`src/rtl/serial_subtractor_pkg.sv`:
```
// Shared types and defaults for the bit-serial subtractor.
package serial_sub_pkg;
  typedef enum logic [1:0] {S_IDLE, S_SHIFT, S_DONE} ser_state_t;

  localparam int SERIAL_SUB_DEF_WIDTH = 8;
endpackage

```
`src/rtl/serial_subtractor_if.sv`:
```
// Request/result bundle of serial_subtractor.
// With SERIAL_SUB_OVF_EN defined the bundle also carries the signed-overflow flag.
interface serial_subtractor_if
  import serial_sub_pkg::*;
#(
    parameter int WIDTH = SERIAL_SUB_DEF_WIDTH
) ();
    logic             start;
    logic [WIDTH-1:0] a;
    logic [WIDTH-1:0] b;
    logic             ready;
    logic             done;
    logic [WIDTH-1:0] diff;
    logic             borrow_out;
`ifdef SERIAL_SUB_OVF_EN
    logic             ovf;

    modport master (output start, a, b, input ready, done, diff, borrow_out, ovf);
    modport slave  (input start, a, b, output ready, done, diff, borrow_out, ovf);
`else
    modport master (output start, a, b, input ready, done, diff, borrow_out);
    modport slave  (input start, a, b, output ready, done, diff, borrow_out);
`endif
endinterface

```
`src/rtl/serial_subtractor_full_subtractor.sv`:
```
// One-bit full subtractor cell: d = x - y - Bin, Bout = borrow out.
module full_subtractor (
    input  logic x,
    input  logic y,
    input  logic Bin,
    output logic d,
    output logic Bout
);
    assign d    = x ^ y ^ Bin;
    assign Bout = (~x & y) | (~(x ^ y) & Bin);
endmodule

```
`src/rtl/serial_subtractor.sv`:
```
// Bit-serial WIDTH-bit subtractor (diff = a - b), LSB first through one full_subtractor.
// Optional SERIAL_SUB_OVF_EN adds a signed-overflow output.
module serial_subtractor
  import serial_sub_pkg::*;
#(
    parameter int WIDTH = SERIAL_SUB_DEF_WIDTH
) (
    input  logic                 clk,
    input  logic                 rst,
    serial_subtractor_if.slave   bus
);
    localparam int CW = $clog2(WIDTH);

    ser_state_t       state, state_nxt;
    logic [WIDTH-1:0] a_sh, b_sh, d_sh;
    logic [WIDTH-1:0] diff_q;
    logic [CW-1:0]    cnt;
    logic             brw, borrow_q, done_q;
    logic             cell_d, cell_bout;
    logic             last;
`ifdef SERIAL_SUB_OVF_EN
    logic             a_msb, b_msb, ovf_q;
`endif

    full_subtractor u_fs (
        .x    (a_sh[0]),
        .y    (b_sh[0]),
        .Bin  (brw),
        .d    (cell_d),
        .Bout (cell_bout)
    );

    assign last = (cnt == CW'(WIDTH - 1));

    always_ff @(posedge clk or posedge rst) begin
        if (rst) state <= S_IDLE;
        else     state <= state_nxt;
    end

    always_comb begin
        state_nxt = state;
        case (state)
            S_IDLE:  if (bus.start) state_nxt = S_SHIFT;
            S_SHIFT: if (last)      state_nxt = S_DONE;
            S_DONE:                 state_nxt = S_IDLE;
            default:                state_nxt = S_IDLE;
        endcase
    end

    // Results are registered on the edge leaving DONE, so done coincides with ready.
    always_ff @(posedge clk or posedge rst) begin
        if (rst) begin
            a_sh     <= '0;
            b_sh     <= '0;
            d_sh     <= '0;
            diff_q   <= '0;
            cnt      <= '0;
            brw      <= 1'b0;
            borrow_q <= 1'b0;
            done_q   <= 1'b0;
`ifdef SERIAL_SUB_OVF_EN
            a_msb    <= 1'b0;
            b_msb    <= 1'b0;
            ovf_q    <= 1'b0;
`endif
        end else begin
            done_q <= 1'b0;
            case (state)
                S_IDLE: if (bus.start) begin
                    a_sh <= bus.a;
                    b_sh <= bus.b;
                    d_sh <= '0;
                    brw  <= 1'b0;
                    cnt  <= '0;
`ifdef SERIAL_SUB_OVF_EN
                    a_msb <= bus.a[WIDTH-1];
                    b_msb <= bus.b[WIDTH-1];
`endif
                end
                S_SHIFT: begin
                    d_sh <= {cell_d, d_sh[WIDTH-1:1]};
                    brw  <= cell_bout;
                    a_sh <= a_sh >> 1;
                    b_sh <= b_sh >> 1;
                    if (!last) cnt <= cnt + CW'(1);
                end
                S_DONE: begin
                    diff_q   <= d_sh;
                    borrow_q <= brw;
                    done_q   <= 1'b1;
`ifdef SERIAL_SUB_OVF_EN
                    // d_sh MSB holds the final-cycle d bit.
                    ovf_q    <= (a_msb != b_msb) && (d_sh[WIDTH-1] != a_msb);
`endif
                end
                default: ;
            endcase
        end
    end

    assign bus.ready      = (state == S_IDLE);
    assign bus.done       = done_q;
    assign bus.diff       = diff_q;
    assign bus.borrow_out = borrow_q;
`ifdef SERIAL_SUB_OVF_EN
    assign bus.ovf        = ovf_q;
`endif
endmodule

```
`src/flat_wrapper.sv`:
```
// flat-port wrapper written by rule: the top's interface ports become plain ports
module serial_subtractor_flat import serial_sub_pkg::*;
#(
    parameter int WIDTH = SERIAL_SUB_DEF_WIDTH
)
  (clk, rst, bus_start, bus_a, bus_b, bus_ready, bus_done, bus_diff, bus_borrow_out);
  serial_subtractor_if #(.WIDTH(WIDTH)) bus_i ();
  input  logic clk;
  input  logic rst;
  input wire logic [$bits(bus_i.start)-1:0] bus_start;
  input wire logic [$bits(bus_i.a)-1:0] bus_a;
  input wire logic [$bits(bus_i.b)-1:0] bus_b;
  output wire logic [$bits(bus_i.ready)-1:0] bus_ready;
  output wire logic [$bits(bus_i.done)-1:0] bus_done;
  output wire logic [$bits(bus_i.diff)-1:0] bus_diff;
  output wire logic [$bits(bus_i.borrow_out)-1:0] bus_borrow_out;
  assign bus_i.start = bus_start;
  assign bus_i.a = bus_a;
  assign bus_i.b = bus_b;
  assign bus_ready = bus_i.ready;
  assign bus_done = bus_i.done;
  assign bus_diff = bus_i.diff;
  assign bus_borrow_out = bus_i.borrow_out;
  serial_subtractor #(.WIDTH(WIDTH)) u_core (.clk(clk), .rst(rst), .bus(bus_i));
endmodule
```
`config.mk`:
```
export PLATFORM = sky130hd
export DESIGN_NAME = serial_subtractor_flat
export DESIGN_NICKNAME = d
export VERILOG_FILES = /design/src/rtl/serial_subtractor_pkg.sv /design/src/rtl/serial_subtractor_if.sv /design/src/rtl/serial_subtractor_full_subtractor.sv /design/src/rtl/serial_subtractor.sv /design/src/flat_wrapper.sv
export SDC_FILE = /design/constraint.sdc
export NUM_CORES = 1
export LEC_CHECK = 0
export CAP_MARGIN = 20
export CORE_MARGIN = 10
export CORE_UTILIZATION = 56
export CTS_CLUSTER_SIZE = 24
export DETAILED_ROUTE_END_ITERATION = 16
export GPL_TIMING_DRIVEN = 1
export PLACE_DENSITY = 0.82
export SLEW_MARGIN = 20
export SYNTH_ARGS = -nofsm -noshare
export SYNTH_HDL_FRONTEND = slang
export SYNTH_SLANG_ARGS = --single-unit
```
`constraint.sdc`:
```
create_clock -name clk -period 3.7 [get_ports clk]
set_input_delay 0.74 -clock clk [delete_from_list [all_inputs] [get_ports clk]]
set_output_delay 0.74 -clock clk [all_outputs]
set_load 0.01 [all_outputs]
```
# After elaboration in Yosys (flattened, before gate mapping)
# Cells that the tools add are included.
dict set report totals {
  register_bits 40
  input_bits 19
  out_inout_bits 11
}
dict set report op_classes {
  add_sub_neg 1
  n_eq_ne 6
  n_mux 15
  bitwise 7
  reduce_logical 5
}
# op n
set op_table {}
lappend op_table {{$pmux W8 S2} 3}
lappend op_table {{$mux W8} 3}
lappend op_table {{$mux W3} 2}
lappend op_table {{$pmux W3 S2} 1}
lappend op_table {{$mux W2} 2}
lappend op_table {{$ne A2 B2 Y1 const B} 2}
lappend op_table {{$pmux W2 S2} 1}
lappend op_table {{$reduce_and A2 Y1} 2}
lappend op_table {{$add A3 B1 Y3 const B} 1}
lappend op_table {{$eq A3 B3 Y1 const B} 1}
lappend op_table {{$reduce_and A3 Y1} 1}
lappend op_table {{$and A1 B1 Y1} 2}
lappend op_table {{$eq A2 B1 Y1 const B} 1}
lappend op_table {{$eq A2 B2 Y1 const B} 1}
lappend op_table {{$logic_not A2 Y1} 1}
lappend op_table {{$mux W1} 2}
lappend op_table {{$ne A2 B1 Y1 const B} 1}
lappend op_table {{$not A1 Y1} 2}
lappend op_table {{$pmux W1 S2} 1}
lappend op_table {{$reduce_bool A2 Y1} 1}
lappend op_table {{$xor A1 B1 Y1} 2}
lappend op_table {{$or A1 B1 Y1} 1}

# Logic depth before layout (Yosys ltp)
# Gate-level depths: netlist (run 1).
dict set report depth {
  word_depth 5
  depth_mapped 4
}

# By module
# A second synthesis (run 1) with hierarchy kept.
dict set report unflattened {
  hier_cells 158
  area_unflattened_um2 1960.6
}
# mod instances cells_each area_each_um2 seq_area_each_um2
set modules_own_cells {}
lappend modules_own_cells {serial_subtractor 1 154 1929.4 1001.0}
lappend modules_own_cells {full_subtractor 1 4 31.3 0.0}

# Worst setup path after synthesis (run 1)
# OpenSTA, ideal clock, no wires.
dict set report synth_timing {
  path_kind {reg2out}
  start {reg u_core.state[1]}
  end {out bus_ready}
  t_arrival_ps 921
  slack_ps 2039
  stages_incl_launch_ff 4
  n_path_buf 2
  path_cell_list {dfrtp_1 > buf_4 > nor2_2 > buf_2}
}
dict set report synth_between {
  elab_chain_len 1
}
# element line_no
set synth_lines {}
lappend synth_lines {{from (decl)} serial_subtractor.sv:14} ;# ser_state_t state, state_nxt;
lappend synth_lines {{from (signal assigned)} serial_subtractor.sv:37} ;# else state <= state_nxt;
lappend synth_lines {{$logic_not A2 Y1} serial_subtractor.sv:101} ;# assign bus.ready = (state == S_IDLE);
lappend synth_lines {{to (decl)} flat_wrapper.sv:13} ;# output wire logic [$bits(bus_i.ready)-1:0] bus_ready;
# No other way between the ends.

# Worst setup path after layout (run 1)
dict set report layout_timing {
  start {reg u_core.state[0]}
  end {out bus_ready}
}
# The elaborated chain is that of the path after synthesis.

==> results of run 1 <==
[cells in the final DEF, fill, tap and decap left out, drive strengths merged]
cell type and instances:
dfrtp 40, clkdlybuf4s50 29, inv 19, nor2b 13, a222oi 12, a22o 9
mux2 9, clkbuf 6, nand2b 4, nand3 3, o221ai 3, nor2 3
a32o 2, nor4b 2, a221oi 2, nand2 2, ha 2, buf 2
clkinv 2, and2 1, o21bai 1, o21ba 1, or2 1, a21oi 1
fa 1, bufinv 1
[cell type report]
type                            instances  area share [%]
Sequential cell                        40           46.87
Multi-Input combinational cell         72           29.17
Timing Repair Buffer                   31           14.29
Inverter                               20           3.515
Tap cell                               44           2.578
Clock buffer                            6           1.933
Clock inverter                          2           1.640
[cells by family after synthesis]
group           share of synthesized area [%]
compound gates                          16.73
fa+ha+maj                               2.540
buf+inv                                 8.397
flops                                   56.46
mux                                     5.716
simple gates                            10.16
[metrics by stage]
stage                     area [µm²]  setup WS, ps  std cells  util, %
after floorplan                 1773          2039        143        -
after detailed placement        2059          1226        207    67.46
final                           2136         853.2        215    69.96
after global placement          2059          1281        207    67.46
after CTS                       2136         842.0        215    69.96
after global routing            2136         703.2        215    69.96
[registers in the layout (all words and copies together) (netlist names)]
signal	flops
u_core.bus.diff	8
u_core.bus.borrow_out	1
u_core.b_sh	8
u_core.brw	1
u_core.bus.done	1
u_core.state	2
u_core.cnt	3
u_core.a_sh	8
u_core.d_sh	8
[per-layer routing]
metal  GRT usage [%]  wire length, µm  up-vias
li1                -                -      565
met4           4.275               34        0
met5               0                0        -
met1           15.02             1455      609
met2           19.22             1715       39
met3           4.363              195        4
[worst max-delay path by stage]
stage                                from        endpoint  cells after the start
after global routing      u_core.state[0]       bus_ready                      2
after detailed placement  u_core.state[0]       bus_ready                      2
after global placement    u_core.state[0]       bus_ready                      2
final                     u_core.state[0]       bus_ready                      2
after CTS                 u_core.state[0]       bus_ready                      2
after floorplan                       rst  u_core.a_sh[0]                      1
[power by group]
group          leakage [nW]  total (W)  switching (W)  internal, W
sequential            0.504   0.000729       0.000114     0.000615
clock                0.0422   0.000276       0.000135     0.000142
combinational         0.451   0.000582       0.000274     0.000308
==> impl_summary.log, run 1 <==
INFO  metric grt_setup_unrepaired = no
INFO  metric hold-worst-slack = around 500 ps
INFO  metric grt_max_degree = 28
INFO  metric cells_along_the_critical_path = nor2_2 > clkdlybuf4s50_1
INFO  metric overflow = 0
INFO  metric synth_common_cells = sky130_fd_sc_hd__dfrtp_1 (40), sky130_fd_sc_hd__inv_1 (20), sky130_fd_sc_hd__a222oi_1 (12), sky130_fd_sc_hd__nor2b_1 (12)
INFO  metric critPathMaxFanout = 17
INFO  metric area_growth = 20.47%
INFO  metric detail_route.first_pass.iterations = 5
INFO  metric yosys_register_bits = 40
INFO  metric placementRows = 20
INFO  metric status = complete, no violations
INFO  metric post_cts.resized_instances = 0
INFO  metric post_synth_inst_count = 143
INFO  metric detail_route.drc_violations = 0
INFO  metric antenna_found_initial = 0
INFO  metric crit-reg2reg-launch = u_core.state[0]
INFO  metric slowest_stage = sky130_fd_sc_hd__clkdlybuf4s50_1
INFO  metric first_global_vias = 1260
INFO  metric grt_first_pass_wirelength = roughly 6000 µm
INFO  metric netlist_area = about 0.0018 mm²
INFO  metric crit_family = buffers and inverters
INFO  metric ys_warn_count = 0
INFO  metric hold-path-endpoint = u_core.d_sh[0]
INFO  metric cts-root-to-sink-buffers = 2
INFO  metric clkSlewWorstSetupHoldPaths = ~110 ps
INFO  metric clkSinkCount = 40
INFO  metric cts_tree = yes
INFO  metric holdBufCountCts = 0
INFO  metric synth_top_flop_cell = sky130_fd_sc_hd__dfrtp_1
INFO  metric worst-endpoint-arrival = between 2000 and 2500 ps
INFO  metric post-dp-hpwl = about 2500 µm
INFO  metric synth.most_common_cell = sky130_fd_sc_hd__dfrtp_1
INFO  metric peakVddDrop = roughly 0.00049 V
INFO  metric floorplan.initialDensity = 58.07%
INFO  metric cell_type_contributing_the_most_total_cell_area_after_synthesis = sky130_fd_sc_hd__dfrtp_1
INFO  metric portBuffers = 29
INFO  metric synthDistinctLibCells = 27
INFO  metric timing_worst_setup_path_type = flip-flop to output pin
INFO  metric clock-skew-final = approximately 8.9 ps
INFO  metric detail_route.wirelength = about 3400 µm
INFO  metric area_of_the_die = about 0.0058 mm²
INFO  metric cellLeakagePower = roughly 1 nW
INFO  metric finalNetCount = between 150 and 200
INFO  metric numCtsBuffers = 5
INFO  metric postSynthNetCount = approximately 170
INFO  metric core_region_area = around 0.0031 mm²
INFO  metric final-hold-violation-count = 0
INFO  metric finalWorstPathRequiredPeriod = 2847 ps
INFO  metric reg2reg_to = u_core.bus.diff[6]
INFO  metric timing.final.crit_share = ~77%
INFO  metric finalMaxSlewViolations = 0
INFO  metric timing.critical_path.required = roughly 3000 ps
INFO  metric crit_buf_inv = 1
INFO  metric setup-tns-final = 0 ps
INFO  metric pin_count = 30
INFO  metric reg2reg_depth = 2
INFO  metric startpoint_type = flip-flop
INFO  metric slew-limit-headroom = approximately two fifths
INFO  metric maxCapViolCount = 0
INFO  metric critical_path.max_stage_delay = 650 ps
INFO  metric clock_insertion_delay_worst_skew = roughly 340 ps
INFO  metric gp_congestion = between 0.8 and 0.9
INFO  metric nFillCells = between 200 and 250
INFO  metric die_x = between 70 and 80 µm
INFO  metric seqCellArea = around 0.001 mm²
INFO  metric timing.hold.worst.class = flip-flop to flip-flop
INFO  metric worst-slew-pin-transition = approximately 900 ps
INFO  metric hold_path_startpoint = u_core.d_sh[0]
INFO  metric die_height = roughly 76 µm
INFO  metric routed_via_density = ~5.7
INFO  metric cts_max_level = 2
INFO  metric yosysSeqAreaShare = a little under three fifths
INFO  metric ys_async_sr_fraction = 100.0%
INFO  metric groute.usage.overall = approximately 12%
INFO  metric ff2ff_setup_slack = roughly 2000 ps
INFO  metric wl_per_cell = approximately 16 µm
INFO  metric number_of_cells_traversed_by_the_worst_hold_path = 1
INFO  metric diodes = 0
INFO  metric initialDrtViolationCount = 102
INFO  metric post_cts_buffers = 0
INFO  metric power.density_cell_area = between 700 and 800 mW/mm²
INFO  metric num_vias = ~1200
INFO  metric finalSetupViolCount = 0
INFO  metric critical_path_end_type = output pin
INFO  metric power = between 0.0015 and 0.002 W
INFO  metric synth_edf_count = 0
INFO  metric drive_gt1_share = a little over an eighth
INFO  metric multiInputGateArea = 623.1 µm²
INFO  metric drtAntennaViolNets = 0
INFO  metric maxClockFrequency = roughly 350 MHz
INFO  metric syn-mean-instance-area = 12.40 µm²
INFO  metric clock-root-buffer = sky130_fd_sc_hd__clkbuf_4
INFO  metric netlist.area_leader.share = a little under three fifths
INFO  metric synth_top_cells_by_area = sky130_fd_sc_hd__dfrtp_1 (56%), sky130_fd_sc_hd__a222oi_1 (6.8%), sky130_fd_sc_hd__mux2_2 (5.7%), sky130_fd_sc_hd__a22o_1 (4.4%), sky130_fd_sc_hd__inv_1 (4.2%)
No activity file was read; power rests on OpenSTA's default activity.
==> run 2, diff against run 1 <==
Settings changed: CORE_UTILIZATION 56 to 52, PLACE_DENSITY 0.82 to 0.76.
Clock period 3.7 ns to 2.95 ns, I/O delays scaled along.
==> impl_summary.log, run 2 (synthesis results as in run 1) <==
INFO  metric post-place-cells = 209 (+0.97%)
INFO  metric worst-slew-pin-transition = 568.9 ps (-350.8 ps)
INFO  metric detail_route.first_pass.iterations = 7 (+2)
INFO  metric status = complete, no violations
INFO  metric clock-skew-final = 5.765 ps (-3.175 ps)
INFO  metric internal_power = 0.001341 W (+26%)
INFO  metric power.share.switching = 33.26% (+0.33 points)
INFO  metric maxClockFrequency = 406.7 MHz
INFO  metric post_cts.resized_instances = 0 (unchanged)
INFO  metric finalSetupViolCount = 0 (unchanged)
INFO  metric timing.final.crit_share = between 80% and 90%
INFO  metric cts_tree = yes
INFO  metric timing.critical_path.required = 2360 ps (-600 ps)
INFO  metric grt_first_pass_wirelength = 5947 µm (-1.5%)
INFO  metric wl_per_cell = 15.67 µm (-0.95%)
INFO  metric final-hold-violation-count = 0 (unchanged)
INFO  metric cts-root-to-sink-buffers = 2 (unchanged)
INFO  metric power = 0.002010 W (+27%)
INFO  metric floorplan.initialDensity = 53.55% (-4.5 points)
INFO  metric finalMaxSlewViolations = 0 (unchanged)
INFO  metric placementRows = 21 (+5.0%)
INFO  metric grt_max_degree = 41 (+46%)
INFO  metric gp_congestion = 0.7144 (-12%)
INFO  metric drtAntennaViolNets = 0 (unchanged)
INFO  metric die_x = 78.39 µm (+2.8%)
INFO  metric routed_via_density = 5.576 (-1.5%)
INFO  metric critical_path_end_type = output pin
INFO  metric antenna_found_initial = 0 (unchanged)
INFO  metric detailroute.wirelength.met3 = 172 µm (-12%)
INFO  metric core_region_area = 0.003311 mm² (+8.4%)
INFO  metric die_height = 78.39 µm (+2.8%)
INFO  metric overflow = 0 (unchanged)
INFO  metric top_layer_used = met4
INFO  metric post_cts_buffers = 0 (unchanged)
INFO  metric num_vias = 1210 (-0.58%)
INFO  metric area_of_the_die = 0.006145 mm² (+5.7%)
INFO  metric layout.cells.most_common = sky130_fd_sc_hd__dfrtp_1
INFO  metric setup-tns-final = 0 ps (unchanged)
INFO  metric cells_along_the_critical_path = nor2_2 > buf_4 > clkdlybuf4s50_1
INFO  metric worst-endpoint-arrival = 1870 ps (-240 ps)
INFO  metric startpoint_type = flip-flop
INFO  metric groute.usage.overall = 11.92% (-0.27 points)
INFO  metric area_growth = 20.82%
INFO  metric critical_path.max_stage_delay = 580 ps (-70 ps)
INFO  metric detail_route.wirelength = 3400 µm (about the same)
INFO  metric finish.instance_area = 0.002142 mm² (+0.29%)
INFO  metric drive_gt1_share = 14.04% (+0.58 points)
INFO  metric post-dp-hpwl = 2384 µm (-2.7%)
INFO  metric initialDrtViolationCount = 148 (+45%)
INFO  metric peakVddDrop = 0.0004780 V (-1.6%)
INFO  metric numCtsBuffers = 5 (unchanged)
INFO  metric layout_common_cells = sky130_fd_sc_hd__dfrtp_1 (40), sky130_fd_sc_hd__clkdlybuf4s50_1 (29), sky130_fd_sc_hd__inv_1 (20)
INFO  metric pin_count = 30 (unchanged)
INFO  metric clock-root-buffer = sky130_fd_sc_hd__clkbuf_4
INFO  metric power.density_cell_area = 938.4 mW/mm² (+26%)
INFO  metric diodes = 0 (unchanged)
INFO  metric timing_worst_setup_path_type = flip-flop to output pin
INFO  metric grt_setup_unrepaired = no
INFO  metric met2_length = 1800 µm (+5.0%)
INFO  metric switchingPower = 0.0006686 W (+28%)
INFO  metric clkSlewWorstSetupHoldPaths = 120 ps (about the same)
INFO  metric placed_standard_cell_area = 0.002062 mm² (+0.12%)
INFO  metric slowest_stage = sky130_fd_sc_hd__dfrtp_1
INFO  metric timing.hold.worst.class = flip-flop to flip-flop
INFO  metric clkSinkCount = 40 (unchanged)
INFO  metric portBuffers = 29 (unchanged)
INFO  metric fin_cells = 217 (+0.93%)
INFO  metric share_of_power_burned_in_registers = 45.6% (-0.3 points)
INFO  metric cellLeakagePower = 1.000 nW (+0.30%)
INFO  metric power.combinational.fraction = 36.6% (about the same)
INFO  metric first_global_vias = 1276 (+1.3%)
INFO  metric finalNetCount = 192 (unchanged)
INFO  metric clock_insertion_delay_worst_skew = 350 ps (about the same)
INFO  metric m1WireLength = 1378 µm (-5.3%)
INFO  metric critPathMaxFanout = 17 (unchanged)
INFO  metric power.share.clock = 17.8% (+0.4 points)
INFO  metric slew-limit-headroom = 61.97% (+24 points)
INFO  metric cts_max_level = 2 (unchanged)
INFO  metric finalWorstPathRequiredPeriod = ~2500 ps
INFO  metric holdBufCountCts = 0 (unchanged)
INFO  metric maxCapViolCount = 0 (unchanged)
INFO  metric detail_route.drc_violations = 0 (unchanged)
-- run 2: changes by cell type in the layout (fill, tap and decap cells not counted), sizes merged --
cell,previous run,this run
clkbuf,6,5
clkinv,2,1
clkinvlp,0,1
inv,19,20
-- run 2: area by class of cell --
cell class | instances | area [µm²]
repair buffers | 31 | 305.3
clock buffers | 5 | 37.54
inverters | 20 | 75.07
flip-flops and latches | 40 | 1001
fillers | 297 | 1169
well taps | 46 | 57.56
clock inverters | 3 | 42.54
multi-input cells | 72 | 623.1
-- run 2: per-layer routing --
layer  up-vias  GRT usage (%)
met1       604          13.54
met5         -              0
li1        568              -
met2        31          19.57
met4         0          5.018
met3         7          4.670
-- run 2: critical path, delay by kind of cell (launching register included) --
| family | cells | cell delay (ps) |
|---|---|---|
| simple gates | 1 | 150 |
| buf+inv | 2 | 780 |
| flops | 1 | 580 |
-- run 2: per-stage QoR --
stage | hold WS [ps] | utilization (%) | setup WS [ps]
after detailed placement | 490.2 | 62.28 | 710.2
after global routing | 540.3 | 64.70 | 378.0
after CTS | 518.3 | 64.70 | 464.9
after global placement | 479.7 | 62.28 | 777.5
final | 514.1 | 64.70 | 491.5
after floorplan | 462.0 | - | 1439
-- run 2: power groups by stage --
stage / Combinational, W / Clock, W / Sequential (W)
3_3_place_gp: 0.000703 / 0 / 0.000916
5_1_grt: 0.000828 / 0.000399 / 0.000946
4_1_cts: 0.000746 / 0.000371 / 0.000920
6_report: 0.000736 / 0.000357 / 0.000917
2_1_floorplan: 0.000562 / 0 / 0.000886
3_5_place_dp: 0.000739 / 0 / 0.000933
-- run 2: worst paths after layout --
path	startpoint	end	slack (ps)	depth (start not counted)
min reg2reg	u_core.bus.diff[4]	u_core.bus.diff[4]	510	1
min in group asynchronous	rst	u_core.brw	650	3
max in group asynchronous	rst	u_core.b_sh[5]	1960	3
min	u_core.bus.diff[4]	u_core.bus.diff[4]	510	1
max	u_core.state[0]	bus_ready	490	3
max reg2reg	u_core.state[0]	u_core.bus.diff[7]	1310	2
